**src/rtl/vga_timing_gen.sv**
```systemverilog
// vga_timing_gen -- parametrised VESA-style display timing / sync generator.
//
// Produces horizontal/vertical sync, active-area flag, pixel coordinates,
// line/frame start strobes and a completed-frame counter. Timing advances
// only on clocks with pix_en_i=1; all outputs are one register stage
// decoded from the position counters, so they describe the same pixel.
//
// Optional feature (macro DTG_LOOKAHEAD_EN): a second counter pair running
// LOOKAHEAD ticks ahead, exported as fetch_column_o/fetch_row_o/fetch_valid_o
// for pipelined pixel memories.
//
// Ports:
//   clock           pixel-domain clock
//   rst             synchronous active-high reset
//   pix_en_i        pixel tick
//   horiz_sync_o    horizontal sync (asserted level HS_POL)
//   vert_sync_o     vertical sync (asserted level VS_POL)
//   video_on_o      current pixel is in the active area
//   pixel_column_o  current column 0..H_TOTAL-1
//   pixel_row_o     current row 0..V_TOTAL-1
//   line_start_o    one-clock pulse when column 0 is presented
//   frame_start_o   one-clock pulse when (0,0) is presented
//   frame_count_o   completed frames modulo 256
//   fetch_*_o       look-ahead position and its active flag (DTG_LOOKAHEAD_EN)
module vga_timing_gen #(
    parameter int H_ACTIVE  = 1024,
    parameter int H_FP      = 24,
    parameter int H_SYNC    = 136,
    parameter int H_BP      = 144,
    parameter int V_ACTIVE  = 768,
    parameter int V_FP      = 3,
    parameter int V_SYNC    = 6,
    parameter int V_BP      = 29,
    parameter bit HS_POL    = 1'b0,
    parameter bit VS_POL    = 1'b0,
    parameter int CNT_W     = 12,
    parameter int LOOKAHEAD = 2
) (
    input  logic             clock,
    input  logic             rst,
    input  logic             pix_en_i,
    output logic             horiz_sync_o,
    output logic             vert_sync_o,
    output logic             video_on_o,
    output logic [CNT_W-1:0] pixel_column_o,
    output logic [CNT_W-1:0] pixel_row_o,
    output logic             line_start_o,
    output logic             frame_start_o,
`ifdef DTG_LOOKAHEAD_EN
    output logic [CNT_W-1:0] fetch_column_o,
    output logic [CNT_W-1:0] fetch_row_o,
    output logic             fetch_valid_o,
`endif
    output logic [7:0]       frame_count_o
);

    typedef logic [CNT_W-1:0] cnt_t;

    localparam int H_TOTAL = H_ACTIVE + H_FP + H_SYNC + H_BP;
    localparam int V_TOTAL = V_ACTIVE + V_FP + V_SYNC + V_BP;

    localparam cnt_t H_LAST  = cnt_t'(H_TOTAL - 1);
    localparam cnt_t V_LAST  = cnt_t'(V_TOTAL - 1);
    localparam cnt_t H_ACT   = cnt_t'(H_ACTIVE);
    localparam cnt_t V_ACT   = cnt_t'(V_ACTIVE);
    localparam cnt_t HS_BEG  = cnt_t'(H_ACTIVE + H_FP);
    localparam cnt_t HS_END  = cnt_t'(H_ACTIVE + H_FP + H_SYNC);
    localparam cnt_t VS_BEG  = cnt_t'(V_ACTIVE + V_FP);
    localparam cnt_t VS_END  = cnt_t'(V_ACTIVE + V_FP + V_SYNC);

    // Shared raster advance: one tick forward with line/frame wrap.
    function automatic cnt_t next_h(input cnt_t h);
        return (h == H_LAST) ? '0 : h + cnt_t'(1);
    endfunction

    function automatic cnt_t next_v(input cnt_t h, input cnt_t v);
        if (h != H_LAST) return v;
        return (v == V_LAST) ? '0 : v + cnt_t'(1);
    endfunction

    // h_cnt_q/v_cnt_q hold the position the NEXT tick will present, so the
    // first tick after reset presents (0,0) with no special casing.
    cnt_t h_cnt_q, h_cnt_d;
    cnt_t v_cnt_q, v_cnt_d;
    logic started_q;  // distinguishes the initial (0,0) from a real frame wrap

    logic       hs_q, vs_q, von_q, ls_q, fs_q;
    cnt_t       col_q, row_q;
    logic [7:0] fcnt_q;

    logic at_origin;

    always_comb begin
        h_cnt_d   = next_h(h_cnt_q);
        v_cnt_d   = next_v(h_cnt_q, v_cnt_q);
        at_origin = (h_cnt_q == '0) && (v_cnt_q == '0);
    end

    always_ff @(posedge clock) begin
        if (rst) begin
            h_cnt_q   <= '0;
            v_cnt_q   <= '0;
            started_q <= 1'b0;
            hs_q      <= ~HS_POL;
            vs_q      <= ~VS_POL;
            von_q     <= 1'b0;
            col_q     <= '0;
            row_q     <= '0;
            ls_q      <= 1'b0;
            fs_q      <= 1'b0;
            fcnt_q    <= '0;
        end else begin
            // Strobes are single-clock: cleared on every non-loading clock.
            ls_q <= 1'b0;
            fs_q <= 1'b0;
            if (pix_en_i) begin
                h_cnt_q   <= h_cnt_d;
                v_cnt_q   <= v_cnt_d;
                started_q <= 1'b1;
                col_q     <= h_cnt_q;
                row_q     <= v_cnt_q;
                von_q     <= (h_cnt_q < H_ACT) && (v_cnt_q < V_ACT);
                hs_q      <= ((h_cnt_q >= HS_BEG) && (h_cnt_q < HS_END)) ? HS_POL : ~HS_POL;
                vs_q      <= ((v_cnt_q >= VS_BEG) && (v_cnt_q < VS_END)) ? VS_POL : ~VS_POL;
                ls_q      <= (h_cnt_q == '0);
                fs_q      <= at_origin;
                if (at_origin && started_q)
                    fcnt_q <= fcnt_q + 8'd1;
            end
        end
    end

    assign horiz_sync_o   = hs_q;
    assign vert_sync_o    = vs_q;
    assign video_on_o     = von_q;
    assign pixel_column_o = col_q;
    assign pixel_row_o    = row_q;
    assign line_start_o   = ls_q;
    assign frame_start_o  = fs_q;
    assign frame_count_o  = fcnt_q;

`ifdef DTG_LOOKAHEAD_EN
    // Look-ahead pair starts LOOKAHEAD pixels into row 0 (LOOKAHEAD < H_TOTAL)
    // and advances in lock-step with the main counters.
    localparam cnt_t LA_C = cnt_t'(LOOKAHEAD);

    cnt_t fh_cnt_q, fv_cnt_q;
    cnt_t fcol_q, frow_q;
    logic fval_q;

    always_ff @(posedge clock) begin
        if (rst) begin
            fh_cnt_q <= LA_C;
            fv_cnt_q <= '0;
            fcol_q   <= '0;
            frow_q   <= '0;
            fval_q   <= 1'b0;
        end else if (pix_en_i) begin
            fh_cnt_q <= next_h(fh_cnt_q);
            fv_cnt_q <= next_v(fh_cnt_q, fv_cnt_q);
            fcol_q   <= fh_cnt_q;
            frow_q   <= fv_cnt_q;
            fval_q   <= (fh_cnt_q < H_ACT) && (fv_cnt_q < V_ACT);
        end
    end

    assign fetch_column_o = fcol_q;
    assign fetch_row_o    = frow_q;
    assign fetch_valid_o  = fval_q;
`endif

endmodule
```
**config.mk**
```make
export PLATFORM = sky130hd
export DESIGN_NAME = vga_timing_gen
export DESIGN_NICKNAME = d
export VERILOG_FILES = /design/src/rtl/vga_timing_gen.sv
export SDC_FILE = /design/constraint.sdc
export NUM_CORES = 1
export LEC_CHECK = 0
export ABC_AREA = 0
export CORE_MARGIN = 4
export CORE_UTILIZATION = 35
export DETAILED_ROUTE_END_ITERATION = 7
export HOLD_SLACK_MARGIN = 0.03
export SETUP_SLACK_MARGIN = 0.1
export SLEW_MARGIN = 10
export SYNTH_ARGS = -nofsm -noshare
export SYNTH_HDL_FRONTEND = slang
export SYNTH_SLANG_ARGS = --single-unit
```
**constraint.sdc**
```tcl
create_clock -name clock -period 1.8 [get_ports clock]
set_clock_uncertainty 0.1 [all_clocks]
set_input_delay 0.36 -clock clock [delete_from_list [all_inputs] [get_ports clock]]
set_output_delay 0.36 -clock clock [all_outputs]
set_load 0.03 [all_outputs]
```
==> results_dict.tcl <==
set metrics [dict create \
    max-vdd-ir-drop_mv 0.556 \
    dp_hpwl_um 4840 \
    clock-root-buffer "clkbuf_8" \
    failed_checks "negative setup slack" \
    worstSetupPathType "reg2reg" \
    gp_congestion 0.817 \
    cts.hold.buffers_added 0 \
    register_area_um2 1250 \
    slew_violations 0 \
    finalHoldViolCount 0 \
    crit_chain "inv_4 -> ha_4 -> nor4b_4 -> nand4_1 -> or2_4 -> or4_1 -> a21oi_1" \
    p_comb_share_pct 8.8 \
    critPathMaxStageDelay_ps 410 \
    timing.hold.ws_ps 352 \
    nets 418 \
    synth_area_um2 2770 \
    crit_required_ps 1970 \
    p_sw_share_pct 22.7 \
    worstPathArrival_ps 2110 \
    grt_pass1_vias 2513 \
    p_leak_nw 1.82 \
    power_density_nw_per_um2 720 \
    p_sw_uw 682 \
    cts.clk_slew.worst_paths_ps 70 \
    synth_nets 319 \
    drtIter0Drc 153 \
    critical_path.max_fanout 7 \
    timing.final.crit_period_ps 1940 \
    grt_max_degree 43 \
    multi_input_area_um2 1640 \
    cp_slowest_cell "or4_1" \
    rsz0062_at_grt "yes" \
    maxSlewHeadroom_pct 69.1 \
    top_level_ports 40 \
    cp-end-kind "flop" \
    die_width_um 96.9 \
    synth_edf_count 0 \
    final_layout_size_suffix_gt1_share_pct 33.9 \
    synth-seq-area-share_pct 44.8 \
    syn_inst 309 \
    final_util_pct 54.1 \
    status "finished with violations" \
    yosysWarningCount 0 \
    grt_pass1_wl_um 12000 \
    max-cap-violations 0 \
    yosysUniqueCellTypes 46 \
    dieArea_um2 9390 \
    vias 2574 \
    start_util_pct 35.8 \
    vias_per_cell 5.00 \
    clk_path_buf_depth 2 \
    avgSynthCellArea_um2 8.96 \
    ys.flop_type "dfxtp_1" \
    drtPass1Iterations 4 \
    chipHeight_um 96.9 \
    netlist_top_cells_area "dfxtp_1 45%, mux2i_1 8.7%, nor2_1 7.7%" \
    cts_made_buffers 9 \
    yosys.area.top_type "dfxtp_1" \
    yosysMostFrequentCell "dfxtp_1" \
    htreeDepth 3 \
    num-fill-cells 682 \
    setup_violations 25 \
    ant_nets 0 \
    worstHoldPathType "in2reg" \
    worst_pin_slew_ps 463 \
    drc 0 \
    layout_setup_ws_ps -137 \
    antenna_found_initial 0 \
    ys_ff_latch 62 \
    wl_per_cell_um 14.1 \
    synthArstFlopShare_pct 0 \
    numPortBuffers 39 \
    p_int_mw 2.33 \
    core.rowCount 32 \
    core-area_um2 7730 \
    wl_um 7280 \
    fmax_mhz 516 \
    grt-ovfl-total 0 \
    synthTopCellsByCount "62 x dfxtp_1, 57 x nor2_1, 24 x mux2i_1" \
    syn_to_final_growth_pct 51.0 \
    track_usage_pct 15.5 \
    antennaDiodeCount 0 \
    clk_latency_ps 340 \
    p_clk_share_pct 44.5 \
    yosysTopAreaCellShare_pct 44.8 \
    final.period_utilization_pct 108 \
    cp-start-kind "flop" \
    pwr-share-seq_pct 46.8 \
    tritoncts "done" \
    clock-sinks 62 \
]
==> critical path: cells and delay by family, from the launching register on <==
| kind | cells | cell delay (ps) |
|---|---|---|
| adder cells (fa/ha/maj) | 1 | 120 |
| buffers and inverters | 1 | 60 |
| AO/OA/AOI/OAI | 1 | 160 |
| AND/OR/NAND/NOR | 4 | 1070 |
| flip-flops | 1 | 370 |
==> timing repair <==
action | 4_1_cts | 5_1_grt
buffers inserted | 5 | 5
pin swaps | 16 | 19
gates cloned | 1 | 1
endpoints found under the setup margin | 67 | 33
resized for setup | 78 | 40
==> sequential cells by signal, indices dropped and copies added (netlist names) <==
register	flops
h_cnt_q	12
pixel_column_o	12
pixel_row_o	12
v_cnt_q	12
frame_count_o	8
frame_start_o	1
horiz_sync_o	1
line_start_o	1
started_q	1
vert_sync_o	1
video_on_o	1
==> worst paths after layout <==
| kind | from | to | slack (ps) | cells after the start |
|---|---|---|---|---|
| setup / recovery | h_cnt_q[1]$_SDFFE_PP0P_ | frame_count_o[5]$_SDFFE_PP0P_ | -140 | 7 |
| hold / removal | pix_en_i | horiz_sync_o$_SDFFE_PP1P_ | 350 | 4 |
| setup reg to reg | h_cnt_q[1]$_SDFFE_PP0P_ | frame_count_o[5]$_SDFFE_PP0P_ | -140 | 7 |
| hold reg to reg | video_on_o$_SDFFE_PP0P_ | video_on_o$_SDFFE_PP0P_ | 370 | 2 |
==> cells by family (layout without fill, tap and decap cells) <==
group,after synthesis,count (layout),share of synthesized area [%]
AOI/OAI and AO/OA,42,42,10.0
xor gates and xnor gates,12,12,3.80
adders and majority gates,7,7,3.16
buffers and inverters,31,134,4.88
DFF,62,62,44.8
muxes,25,25,9.09
and+or+nand+nor,130,131,24.2
==> power groups by stage <==
stage / Combinational, mW / Clock (mW) / Sequential, mW
final: 0.264 / 1.34 / 1.41
after global routing: 0.287 / 1.44 / 1.41
after floorplan: 0.108 / 0 / 1.46
after global placement: 0.215 / 0 / 1.43
after detailed placement: 0.219 / 0 / 1.43
after CTS: 0.238 / 1.38 / 1.40
==> stage by stage <==
stage                     instances  setup slack, ps  power [mW]  setup TNS (ps)  instance area [um2]
after global routing            515             -209        3.14           -3660                 4180
after CTS                       509             -133        3.02            -928                 3990
after global placement          487             -240        1.65           -2880                 3630
final                           515             -137        3.01           -1170                 4180
after floorplan                 309             -234        1.56           -1500                 2800
after detailed placement        487             -300        1.65           -3980                 3630
==> cells in the final DEF, fill, tap and decap left out, types with 5 or more instances in the layout <==
cell and count:
nand3_1 10, nand4_1 15, buf_6 10, o21ai_0 6, a21oi_1 8, nor2_2 7, xnor2_1 6, dfxtp_2 5
dfxtp_1 55, xor2_1 6, buf_4 58, inv_1 7, nand2_1 15, nor2_1 49, clkbuf_8 10, dlygate4sd2_1 36
mux2i_1 24
==> area by class of cell <==
cell class	count	share of cell area [%]
multi-input combinational	217	39.3
sequential	62	30.0
timing repair buffer	107	21.3
clock buffer	12	3.47
tap	102	3.05
clock inverter	4	1.68
inverter	11	1.17
==> per-layer routing <==
metal	up-vias	global-route usage [%]	routed length, um
li1	1284	-	-
met1	1238	18.0	3170
met2	40	26.9	3750
met3	12	4.83	238
met4	0	5.51	127
met5	-	0	0
Note: power is estimated with default switching activity, not from simulation.
